## src/rtl/bs_pkg.sv

```systemverilog
// Shared definitions for the bit-serial datapath: decoder opcodes and sequencer states.
package bs_pkg;

    // Decoder opcodes. ADD ignores bit 0 (3'b10?), so test it with is_add().
    localparam logic [2:0] OP_NOP_WAIT = 3'b000;
    localparam logic [2:0] OP_NOP      = 3'b001;
    localparam logic [2:0] OP_MUL_Y    = 3'b010;
    localparam logic [2:0] OP_MUL_X    = 3'b011;
    localparam logic [2:0] OP_ADD      = 3'b100;
    localparam logic [2:0] OP_ADD_MASK = 3'b110;
    localparam logic [2:0] OP_WAIT_LOW = 3'b110;
    localparam logic [2:0] OP_LOAD_X   = 3'b111;

    // Sequencer run state.
    typedef enum logic [1:0] {
        IDLE = 2'd0,
        RUN  = 2'd1,
        HALT = 2'd2
    } seq_state_t;

    // True for both ADD encodings.
    function automatic logic is_add(input logic [2:0] op);
        return (op & OP_ADD_MASK) == OP_ADD;
    endfunction

endpackage

```

## src/rtl/prog_mem.sv

```systemverilog
// Program memory: register array with synchronous write and asynchronous read.
// The asynchronous read lets the sequencer register mem[next_pc] straight into its
// instruction output, giving zero-bubble advances.
module prog_mem #(
    parameter int DEPTH = 16,
    parameter int WIDTH = 3,
    localparam int AW   = $clog2(DEPTH)
) (
    input  logic             clk_i,
    input  logic             we_i,
    input  logic [AW-1:0]    waddr_i,
    input  logic [WIDTH-1:0] wdata_i,
    input  logic [AW-1:0]    raddr_i,
    output logic [WIDTH-1:0] rdata_o
);

    logic [WIDTH-1:0] mem_q [DEPTH];

    // Contents are deliberately not reset; a program survives a sequencer reset.
    always_ff @(posedge clk_i) begin
        if (we_i) begin
            mem_q[waddr_i] <= wdata_i;
        end
    end

    assign rdata_o = mem_q[raddr_i];

endmodule

```

## src/rtl/instr_sequencer.sv

```systemverilog
// Instruction source for the bit-serial decoder: program memory, PC and an
// IDLE/RUN/HALT state machine advancing on the decoder's pc-increment strobe.
module instr_sequencer
    import bs_pkg::*;
#(
    parameter int PROG_DEPTH = 16,
    parameter int INSTR_W    = 3,
    parameter int CNT_W      = 3,
    localparam int AW        = $clog2(PROG_DEPTH)
) (
    input  logic               i_clk,
    input  logic               i_rst,
    input  logic               i_prog_we,
    input  logic [AW-1:0]      i_prog_addr,
    input  logic [INSTR_W-1:0] i_prog_instr,
    input  logic [AW-1:0]      i_last_addr,
    input  logic               i_loop,
    input  logic               i_run,
    input  logic               i_pcincr,
    input  logic [CNT_W-1:0]   i_cur_count,
    output logic [INSTR_W-1:0] o_instr,
    output logic [CNT_W-1:0]   o_data_count,
    output logic [AW-1:0]      o_pc,
    output logic               o_running,
    output logic               o_halted
);

    localparam logic [INSTR_W-1:0] NOP_WAIT = INSTR_W'(OP_NOP_WAIT);

    seq_state_t         state_q, state_d;
    logic [AW-1:0]      pc_q, pc_d;
    logic [INSTR_W-1:0] instr_q, instr_d;

    logic               mem_we;
    logic [AW-1:0]      rd_addr;
    logic [INSTR_W-1:0] rd_data;
    logic [AW-1:0]      pc_inc;
    logic               at_last;

    // pc+1 wraps naturally at PROG_DEPTH because the width is exactly AW.
    assign pc_inc  = pc_q + AW'(1);
    assign at_last = (pc_q == i_last_addr);

    // Single read port: the next instruction is pc+1 while mid-program, otherwise
    // entry 0 (start, restart after HALT, or loop wrap).
    assign rd_addr = ((state_q == RUN) && !at_last) ? pc_inc : '0;

    prog_mem #(
        .DEPTH (PROG_DEPTH),
        .WIDTH (INSTR_W)
    ) u_prog_mem (
        .clk_i   (i_clk),
        .we_i    (mem_we && !i_rst),
        .waddr_i (i_prog_addr),
        .wdata_i (i_prog_instr),
        .raddr_i (rd_addr),
        .rdata_o (rd_data)
    );

    // Next-state, PC, instruction and write-enable decode.
    always_comb begin
        state_d = state_q;
        pc_d    = pc_q;
        instr_d = instr_q;
        mem_we  = 1'b0;
        unique case (state_q)
            RUN: begin
                if (i_pcincr) begin
                    if (!at_last) begin
                        pc_d    = pc_inc;
                        instr_d = rd_data;
                    end else if (i_loop) begin
                        pc_d    = '0;
                        instr_d = rd_data;
                    end else begin
                        state_d = HALT;
                        instr_d = NOP_WAIT;
                    end
                end
            end
            default: begin
                // IDLE/HALT: decoder sees NOP-wait; memory is writable. The read of
                // mem[0] happens before any same-edge write lands.
                instr_d = NOP_WAIT;
                mem_we  = i_prog_we;
                if (i_run) begin
                    state_d = RUN;
                    pc_d    = '0;
                    instr_d = rd_data;
                end
            end
        endcase
    end

    // State registers; reset overrides run, pcincr and program writes.
    always_ff @(posedge i_clk) begin
        if (i_rst) begin
            state_q <= IDLE;
            pc_q    <= '0;
            instr_q <= NOP_WAIT;
        end else begin
            state_q <= state_d;
            pc_q    <= pc_d;
            instr_q <= instr_d;
        end
    end

    assign o_instr      = instr_q;
    assign o_pc         = pc_q;
    assign o_running    = (state_q == RUN);
    assign o_halted     = (state_q == HALT);
    assign o_data_count = (state_q == RUN) ? (i_cur_count + CNT_W'(1)) : '0;

endmodule

```

## config.mk

```make
export PLATFORM = sky130hd
export DESIGN_NAME = instr_sequencer
export DESIGN_NICKNAME = d
export VERILOG_FILES = /design/src/rtl/bs_pkg.sv /design/src/rtl/prog_mem.sv /design/src/rtl/instr_sequencer.sv
export SDC_FILE = /design/constraint.sdc
export NUM_CORES = 1
export LEC_CHECK = 0
export CORE_ASPECT_RATIO = 0.75
export CORE_MARGIN = 2
export CORE_UTILIZATION = 48
export CTS_BUF_LIST = sky130_fd_sc_hd__clkbuf_16
export CTS_CLUSTER_DIAMETER = 40
export DETAILED_ROUTE_END_ITERATION = 7
export PLACE_DENSITY = 0.74
export SLEW_MARGIN = 25
export SYNTH_ARGS = -nofsm -noshare
export SYNTH_HDL_FRONTEND = slang
export SYNTH_SLANG_ARGS = --single-unit
export TNS_END_PERCENT = 50
```

## constraint.sdc

```tcl
create_clock -name i_clk -period 3.6 [get_ports i_clk]
set_clock_uncertainty 0.15 [all_clocks]
set_input_delay 0.72 -clock i_clk [delete_from_list [all_inputs] [get_ports i_clk]]
set_output_delay 0.72 -clock i_clk [all_outputs]
set_load 0.01 [all_outputs]
```

==> flow_summary.json <==
{
  "status": "finished, final reports clean",
  "hpwl_mm": 3.92,
  "grt_setup_unrepaired": "no",
  "viasPerCell": 5.66,
  "cpPeakStageDelay_ns": 0.55,
  "antenna_cells": 0,
  "synth-seq-area-share": 0.608,
  "final_max_slew_viol_count": 0,
  "grt_antenna_before_repair": 0,
  "endpoint_kind": "output port",
  "path_buf_inv": 2,
  "cts_hold_buf": 0,
  "fp-row-count": 23,
  "clock_sinks": 57,
  "cts_tree": "built",
  "post-route-period-util": 0.828,
  "port_buffers": 31,
  "yosysMostFrequentCell": "edfxtp_1",
  "dieArea_um2": 6180,
  "dr_wl_met3_um": 385,
  "tightest_slew_ns": 0.663,
  "place_area_um2": 3060,
  "netlist_area_um2": 2670,
  "fill_cells": 423,
  "cp_common_cell": "clkdlybuf4s50_1",
  "setup_violations": 0,
  "crit_slowest_cell": "clkdlybuf4s50_1",
  "grt_use_total": 0.204,
  "relSlewSlack": 0.555,
  "postRouteAntennaNets": 0,
  "pre_cts_ws_ns": 0.617,
  "drive_above_1_share": 0.139,
  "power_leakage_nw": 1.13,
  "clk_pin_slew_ns": 0.05,
  "grt_pass1_vias": 1836,
  "final_cell_area_um2": 3360,
  "ys_warn_count": 0,
  "io_pins": 32,
  "grt_max_degree": 29,
  "drtPass1Iterations": 5,
  "met1_length_mm": 2.65,
  "synth_top_area_share": 0.540,
  "grt.overflow.total": 0,
  "yosys-top-cells-count": "48 x edfxtp_1, 24 x nor2_1, 13 x a21oi_1, 11 x nand2_1",
  "core_area_um2": 5350,
  "synth_seq_cells": 57,
  "finalHoldViolCount": 0,
  "cts_resized": 0,
  "critPathMaxFanout": 2,
  "cts_made_buffers": 9,
  "nets": 268,
  "irDropWorstVdd_uv": 371,
  "arrival_ns": 2.11,
  "syn_inst": 208,
  "required_ns": 2.73,
  "timing.setup.tns_ns": 0,
  "path_cells": "clkdlybuf4s50_1 -> ha_1 -> xnor2_1 -> nor2_1 -> clkdlybuf4s50_1",
  "start_util": 0.499,
  "crit_type": "input port to output port",
  "synth-async-reset-ratio": 0,
  "syn_nets": 230,
  "gp_routability_congestion": 0.830,
  "worst_slack_ns": 0.620,
  "cp-start-kind": "input port",
  "period_needed_ns": 2.98,
  "dr_wl_met2_mm": 2.69,
  "clk_path_buf_depth": 2,
  "drt_iter0_drc": 122,
  "die_w_um": 90.1,
  "die_y_um": 68.6,
  "hold-worst-slack_ns": 0.325,
  "area_growth_syn_to_layout_pct": 25.8,
  "dr_total_vias": 1844,
  "post_cts_buffers": 0,
  "synth_flop_cell": "edfxtp_1",
  "fmax_mhz": 336,
  "wl_per_cell_um": 17.7,
  "cap_viol_max_count": 0,
  "p_per_area_nw_per_um2": 509,
  "clock_latency_ns": 0.33,
  "cts-root-buf": "clkbuf_16",
  "hp-class": "flip-flop to flip-flop",
  "synth_area_leaders": "edfxtp_1 54%, dfxtp_1 6.8%, mux2i_1 3.4%",
  "drt-total-wl_mm": 5.76,
  "synth_top_cell_by_area": "edfxtp_1",
  "syn_avg_cell_area_um2": 12.8,
  "highest_layer": "met4",
  "crit_family": "buffers and inverters",
  "route.detailed.drc": 0,
  "grt_pass1_wl_mm": 9.34,
  "yosysUniqueCellTypes": 51,
  "fin_util": 0.627,
  "synth_enable_flop_cells": 48,
  "h-tree-depth": 3
}
report_power, final:
group	switching, W	internal (W)
clock network	0.000306	0.000540
registers	0.00000313	0.000722
logic	0.0000765	0.0000603
placed cells by master, fill, tap and decap left out, types with 3 or more instances in the layout:
cell type and instances:
inv_1 3, mux2i_1 9, a211oi_1 4, a2bb2oi_1 3, edfxtp_1 48, dfxtp_1 9, xor2_2 3, nor3_1 8
nand2_1 11, nor2_1 24, clkdlybuf4s50_1 31, buf_4 4, a21oi_1 13, nand3_1 6, clkbuf_16 9, nand2b_1 4
o21ai_0 7, o22ai_1 4, inv_6 3
cell type report:
cell class	instances	area [um2]	area share
clock buffers	9	225	0.0671
clock inverters	7	76.3	0.0227
inverters	5	18.8	0.00559
multi-input cells	138	981	0.292
flip-flops and latches	57	1620	0.483
well taps	75	93.8	0.0280
repair buffers	35	340	0.101
through the flow:
stage                     instances  total power [W]
after floorplan                 208         0.000811
after global placement          310         0.000873
after detailed placement        310         0.000875
after CTS                       326          0.00172
after global routing            326          0.00177
final                           326          0.00171
per-layer routing:
metal,vias up,GRT usage
li1,876,-
met1,888,0.262
met2,73,0.312
met3,7,0.0891
met4,0,0.0750
met5,-,0
worst paths after layout:
| check | start | slack [ns] | to | cells past startpoint |
|---|---|---|---|---|
| worst min-delay path | o_instr[2] | 0.32 | o_instr[2] | 1 |
| worst max register to register | o_pc[1] | 1.00 | o_instr[0] | 8 |
| worst min register to register | o_instr[2] | 0.32 | o_instr[2] | 1 |
| worst max-delay path | i_cur_count[0] | 0.62 | o_data_count[2] | 5 |
registers in the layout (all words and copies together) (netlist names):
| name | flops |
|---|---|
| o_instr | 3 |
| u_prog_mem.mem_q | 48 |
| o_pc | 4 |
| state_q | 2 |
kinds of logic (layout without fill, tap and decap cells):
family	count (synthesis)	after routing	share of synthesized area
AND/OR/NAND/NOR	68	68	0.128
flip-flops	57	57	0.608
AO/OA/AOI/OAI	49	49	0.147
buffers and inverters	13	56	0.0248
multiplexers	11	11	0.0422
XOR/XNOR	8	8	0.0417
adder cells (fa/ha/maj)	2	2	0.00937
No activity file was read; power rests on OpenSTA's default activity.
==> edit 1 (same flow settings) <==
The parameter `CNT_W` goes from 3 to 6.
--- a/src/rtl/instr_sequencer.sv
+++ b/src/rtl/instr_sequencer.sv
@@ -5,7 +5,7 @@
 #(
     parameter int PROG_DEPTH = 16,
     parameter int INSTR_W    = 3,
-    parameter int CNT_W      = 3,
+    parameter int CNT_W      = 6,
     localparam int AW        = $clog2(PROG_DEPTH)
 ) (
     input  logic               i_clk,
Interface: changed (resized i_cur_count and o_data_count); port bits go from 32 to 38. The function was not compared with the original's and may differ.
==> edit 1 against the original RTL <==
Total power decreased by 0.76%. Sequential cell count unchanged. Cell area increased by 2.5%. Routed wire length increased by 3.9%. Synthesized cell count increased by 2.9%. Synthesized area increased by 1.3%. Utilization increased by 1.2 points. Global-route usage increased by 1.2 points. Via count increased by 1.7%. Critical path type unchanged. Setup slack got worse by 0.19 ns. Largest cell class unchanged.
==> edit 1: results (changes against the original RTL) <==
.. list-table::
   :header-rows: 1

   * - Metric
     - Value
   * - Setup slack on the worst flop-to-flop path
     - 0.80 ns (-0.20 ns)
   * - Cell type of the slowest stage on the worst timing path
     - sky130_fd_sc_hd__clkdlybuf4s50_1
   * - Global-route wire length before repair
     - 9.715 mm (+4.1%)
   * - Maximum fanout count along the critical path
     - 3 (+1)
   * - Half-perimeter wire length after detailed placement
     - 4.250 mm (+8.4%)
   * - Portion of the post-synthesis area used by sequential elements
     - 60.00% (-0.76 points)
   * - Number of cells traversed by the worst hold path
     - 2 (+1)
   * - Clock transition time at the flip-flop clock pins of the worst setup and hold paths
     - 0.05 ns (about the same)
   * - Setup violations, final
     - 0 (unchanged)
   * - Worst flop-to-flop path endpoint
     - u_prog_mem.mem_q[4][2]
   * - Peak supply drop
     - 0.3434 mV (-7.5%)
   * - Top cell types by occurrence after synthesis
     - 48 x sky130_fd_sc_hd__edfxtp_1, 32 x sky130_fd_sc_hd__nor2_1, 12 x sky130_fd_sc_hd__a21oi_1, 10 x sky130_fd_sc_hd__nand2_1
   * - Status
     - finished, final reports clean
   * - Reported leakage power
     - 1.136 nW (+0.89%)
   * - Initial detailed-routing violation count
     - 155 (+27%)
   * - Share of layout cells above drive strength 1
     - 11.03% (-2.9 points)
   * - Port bufs
     - 37 (+19%)
   * - GRT Util Overall
     - 21.63% (+1.2 points)
   * - Net count of the mapped netlist
     - 239 (+3.9%)
   * - Number of buffers created by CTS
     - 9 (unchanged)
   * - Pin count of the biggest net entering global routing
     - 21 (-28%)
   * - Number of cells on the worst reg-to-reg path
     - 5 (-3)
   * - Arrival time at the worst endpoint
     - 2.30 ns (+0.19 ns)
   * - NumNets Final
     - 283 (+5.6%)
   * - Beginning of the worst register-to-register path
     - state_q[1]
   * - Path type of the worst min-delay path
     - flop to flop
   * - First-pass iteration count of the detailed router
     - 4 (-1)
   * - P_sw
     - 0.3689 mW (-4.3%)
   * - Routability-driven placement congestion ratio
     - 0.9259 (+12%)
   * - Slew at the pin with the worst max-slew slack
     - 0.7397 ns (+0.07675 ns)
   * - Beginning of the worst hold path
     - o_instr[1]
   * - Final Slew Violations
     - 0 (unchanged)
   * - Distinct cell type count of the synthesized netlist
     - 45 (-12%)
   * - Vias after detailed routing
     - 1876 (+1.7%)
   * - Worst hold path endpoint
     - o_instr[1]
   * - Area contributors post-synth
     - sky130_fd_sc_hd__edfxtp_1 53%, sky130_fd_sc_hd__dfxtp_1 6.7%, sky130_fd_sc_hd__nor2_1 4.4%
edit 1: kinds of logic after synthesis:
logic type,share of synthesized area [%]
and+or+nand+nor,12.50
DFF,60.00
AOI/OAI and AO/OA,12.04
xor gates and xnor gates,5.556
muxes,6.805
buffers and inverters,2.176
adders and majority gates,0.9258
edit 1: routing by layer:
layer,part of all wire [%],GRT usage (%),vias to the layer above
li1,-,-,895
met1,44,26.82,890
met2,46,34.89,83
met3,8.9,8.587,8
met4,1.2,8.269,0
met5,0,0,-
edit 1: worst reg2reg max path, stage by stage, from the launching register on:
cell,delay (ns)
sky130_fd_sc_hd__dfxtp_1,0.36
sky130_fd_sc_hd__nand2b_1,0.32
sky130_fd_sc_hd__clkinv_1,0.36
sky130_fd_sc_hd__nor3b_1,0.50
sky130_fd_sc_hd__nand3b_1,0.24
sky130_fd_sc_hd__nor3_1,0.50
edit 1: worst max path at each step:
stage                      endpoint  slack (ns)  cells after the start
global placement    o_data_count[4]        0.47                      6
detailed placement  o_data_count[4]        0.43                      6
finish              o_data_count[4]        0.43                      6
CTS                 o_data_count[4]        0.43                      6
global route        o_data_count[4]        0.31                      6
floorplan                o_instr[0]        1.23                      6
edit 1: cell type report:
cell class | count | area [um^2]
fillers | 407 | 1941
flip-flops and latches | 57 | 1622
multi-input cells | 145 | 1022
repair buffers | 41 | 400.4
clock buffers | 9 | 225.2
well taps | 75 | 93.84
clock inverters | 7 | 62.56
inverters | 4 | 15.01
edit 1: metrics by stage:
stage | hold slack (ns) | cells | instance area (um^2) | setup slack (ns)
final | 0.3312 | 338 | 3441 | 0.4329
after global routing | 0.3576 | 338 | 3441 | 0.3089
after CTS | 0.3302 | 338 | 3441 | 0.4306
after detailed placement | 0.3232 | 322 | 3153 | 0.4330
after global placement | 0.3305 | 322 | 3153 | 0.4682
after floorplan | 0.3352 | 214 | 2703 | 1.234
edit 1: power groups by stage:
stage	Combinational (mW)	Clock, mW	Sequential [mW]
final	0.162	0.804	0.729
after global routing	0.176	0.855	0.729
after CTS	0.162	0.820	0.728
after detailed placement	0.161	0	0.741
after global placement	0.161	0	0.741
after floorplan	0.0871	0	0.740
==> edit 2 (same settings) <==
Without the edit above. Register the input `i_prog_instr` before use, without a reset. The logic sees it one clock later. The other inputs are not delayed to match.
--- a/src/rtl/instr_sequencer.sv
+++ b/src/rtl/instr_sequencer.sv
@@ -27,6 +27,12 @@
 
     localparam logic [INSTR_W-1:0] NOP_WAIT = INSTR_W'(OP_NOP_WAIT);
 
+    logic [INSTR_W-1:0] i_prog_instr_q;
+
+    always_ff @(posedge i_clk) begin
+        i_prog_instr_q <= i_prog_instr;
+    end
+
     seq_state_t         state_q, state_d;
     logic [AW-1:0]      pc_q, pc_d;
     logic [INSTR_W-1:0] instr_q, instr_d;
@@ -52,7 +58,7 @@
         .clk_i   (i_clk),
         .we_i    (mem_we && !i_rst),
         .waddr_i (i_prog_addr),
-        .wdata_i (i_prog_instr),
+        .wdata_i (i_prog_instr_q),
         .raddr_i (rd_addr),
         .rdata_o (rd_data)
     );
Formal check against the unedited RTL: not equivalent (Yosys sat finds a counterexample within 4 cycles, from zero or initial values and one cycle with i_rst high).
==> edit 2 against the original RTL <==
Cell area decreased by 1.5%. Routed wire length increased by 2.0%. Synthesized area decreased by 1.0%. Total power decreased by 0.87%. Highest routed layer unchanged. Global-route usage increased by 0.76 points. Sequential cell count increased by 3. Non-clock buffer count decreased by 1. Setup slack about the same.
==> edit 2: results (changes against the original RTL) <==
.. list-table::
   :header-rows: 1

   * - Metric
     - Value
   * - Status
     - finished, final reports clean
   * - Filler cell count in the final layout
     - 426 (+0.71%)
   * - Worst slew margin
     - 41.43% (-14 points)
   * - Cell at the root of the clock tree
     - sky130_fd_sc_hd__clkbuf_16
   * - Net count of the mapped netlist
     - 231 (+0.43%)
   * - Setup TNS Final
     - 0 ns (unchanged)
   * - Number of buffers created by CTS
     - 9 (unchanged)
   * - Reported leakage power
     - 1.102 nW (-2.1%)
   * - Pin count of the biggest net entering global routing
     - 17 (-41%)
   * - Peak supply drop
     - 0.4313 mV (+16%)
   * - Routability-driven placement congestion ratio
     - 0.9195 (+11%)
   * - Number of cells in the design after placement
     - 309 (-0.32%)
   * - Vias after detailed routing
     - 1883 (+2.1%)
   * - Cell type of the slowest stage on the worst timing path
     - sky130_fd_sc_hd__clkdlybuf4s50_1
   * - GRT Util Overall
     - 21.15% (+0.76 points)
   * - First-pass iteration count of the detailed router
     - 5 (unchanged)
   * - Yosys top cell area share
     - 54.57% (+0.56 points)
   * - Maximum fanout count along the critical path
     - 2 (unchanged)
   * - Ant. Diodes
     - 0 (unchanged)
   * - Number of global-route vias before repair
     - 1715 (-6.6%)
   * - Source-to-sink clock delay at the later pin of the worst-skew pair
     - 0.33 ns (about the same)
   * - Port bufs
     - 31 (unchanged)
   * - Vias/cell
     - 5.794 (+2.4%)
   * - Area contributors post-synth
     - sky130_fd_sc_hd__edfxtp_1 55%, sky130_fd_sc_hd__dfxtp_1 9.1%, sky130_fd_sc_hd__mux2i_1 4.2%
   * - Half-perimeter wire length after detailed placement
     - 4.135 mm (+5.5%)
   * - Max H-tree Level
     - 3 (unchanged)
   * - Share of layout cells above drive strength 1
     - 9.200% (-4.7 points)
   * - Top cell types by occurrence after synthesis
     - 48 x sky130_fd_sc_hd__edfxtp_1, 26 x sky130_fd_sc_hd__nor2_1, 16 x sky130_fd_sc_hd__a21oi_1, 12 x sky130_fd_sc_hd__dfxtp_1, 11 x sky130_fd_sc_hd__mux2i_1
   * - Area of the die
     - 6118 um^2 (-0.98%)
   * - Mean Syn Cell Area
     - 12.64 um^2 (-1.5%)
   * - Number of warnings printed during yosys synthesis
     - 0 (unchanged)
   * - NumNets Final
     - 267 (-0.37%)
   * - Dpl ws
     - 0.3430 ns (-0.2738 ns)
   * - Final WL
     - 5.877 mm (+2.0%)
   * - Async set or reset register ratio after synthesis
     - 0% (unchanged)
   * - Maximum single-stage delay on the critical path
     - 0.54 ns
   * - Portion of the post-synthesis area used by sequential elements
     - 63.67% (+2.9 points)
   * - Internal power of the cells
     - 1.342 mW (+1.4%)
   * - Initial detailed-routing violation count
     - 166 (+36%)
   * - Number of cells on the worst reg-to-reg path
     - 7 (-1)
   * - Clock transition time at the flip-flop clock pins of the worst setup and hold paths
     - 0.05 ns (about the same)
   * - Global-route wire length before repair
     - 8.887 mm (-4.8%)
   * - Distinct cell type count of the synthesized netlist
     - 44 (-14%)
   * - Clock buffer depth
     - 2 (unchanged)
[edit 2: cells by family (layout without fill, tap and decap cells)]
| kind of cell | count (synthesis) | count (layout) | synth area share, % |
|---|---|---|---|
| simple gates | 64 | 64 | 11.61 |
| flops | 60 | 60 | 63.67 |
| compound gates | 48 | 48 | 14.07 |
| buf+inv | 16 | 57 | 2.795 |
| mux | 12 | 12 | 4.595 |
| xor+xnor | 7 | 7 | 2.321 |
| fa+ha+maj | 2 | 2 | 0.9473 |
[edit 2: worst max-delay path, delay by kind of cell]
family,cells,cell delay (ns)
adder cells (fa/ha/maj),1,0.21
XOR/XNOR,1,0.12
buffers and inverters,2,0.97
AND/OR/NAND/NOR,1,0.08
[edit 2: metrics by stage]
stage / power, mW / instance area [um^2]
global placement: 0.9062 / 3020
CTS: 1.706 / 3306
detailed placement: 0.9082 / 3020
floorplan: 0.8493 / 2641
global route: 1.747 / 3306
finish: 1.694 / 3306
[edit 2: path summary, 6_finish.rpt]
kind                                startpoint         endpoint  slack [ns]
worst max register to register         o_pc[0]       o_instr[1]        0.81
worst max-delay path            i_cur_count[0]  o_data_count[2]        0.62
worst min register to register      o_instr[2]       o_instr[2]        0.32
worst min-delay path                o_instr[2]       o_instr[2]        0.32
[edit 2: final cells by class]
cell class	instances	share of cell area, %
multi-input cells	133	26.80
clock inverters	7	1.817
clock buffers	9	6.813
repair buffers	34	10.07
well taps	75	2.839
flip-flops and latches	60	50.87
inverters	7	0.7949
[edit 2: routing by layer]
metal / routed length (um) / vias up / track usage [%]
met5: 0 / - / 0
met4: 99 / 0 / 7.649
met3: 533 / 10 / 8.926
met2: 2482 / 97 / 29.78
met1: 2762 / 887 / 29.23
li1: - / 889 / -
[edit 2: power groups by stage]
| stage | registers (mW) | clock network [mW] | logic, mW |
|---|---|---|---|
| after floorplan | 0.780 | 0 | 0.0695 |
| after global routing | 0.773 | 0.839 | 0.136 |
| after CTS | 0.772 | 0.810 | 0.124 |
| after global placement | 0.785 | 0 | 0.121 |
| final | 0.772 | 0.797 | 0.124 |
| after detailed placement | 0.785 | 0 | 0.123 |
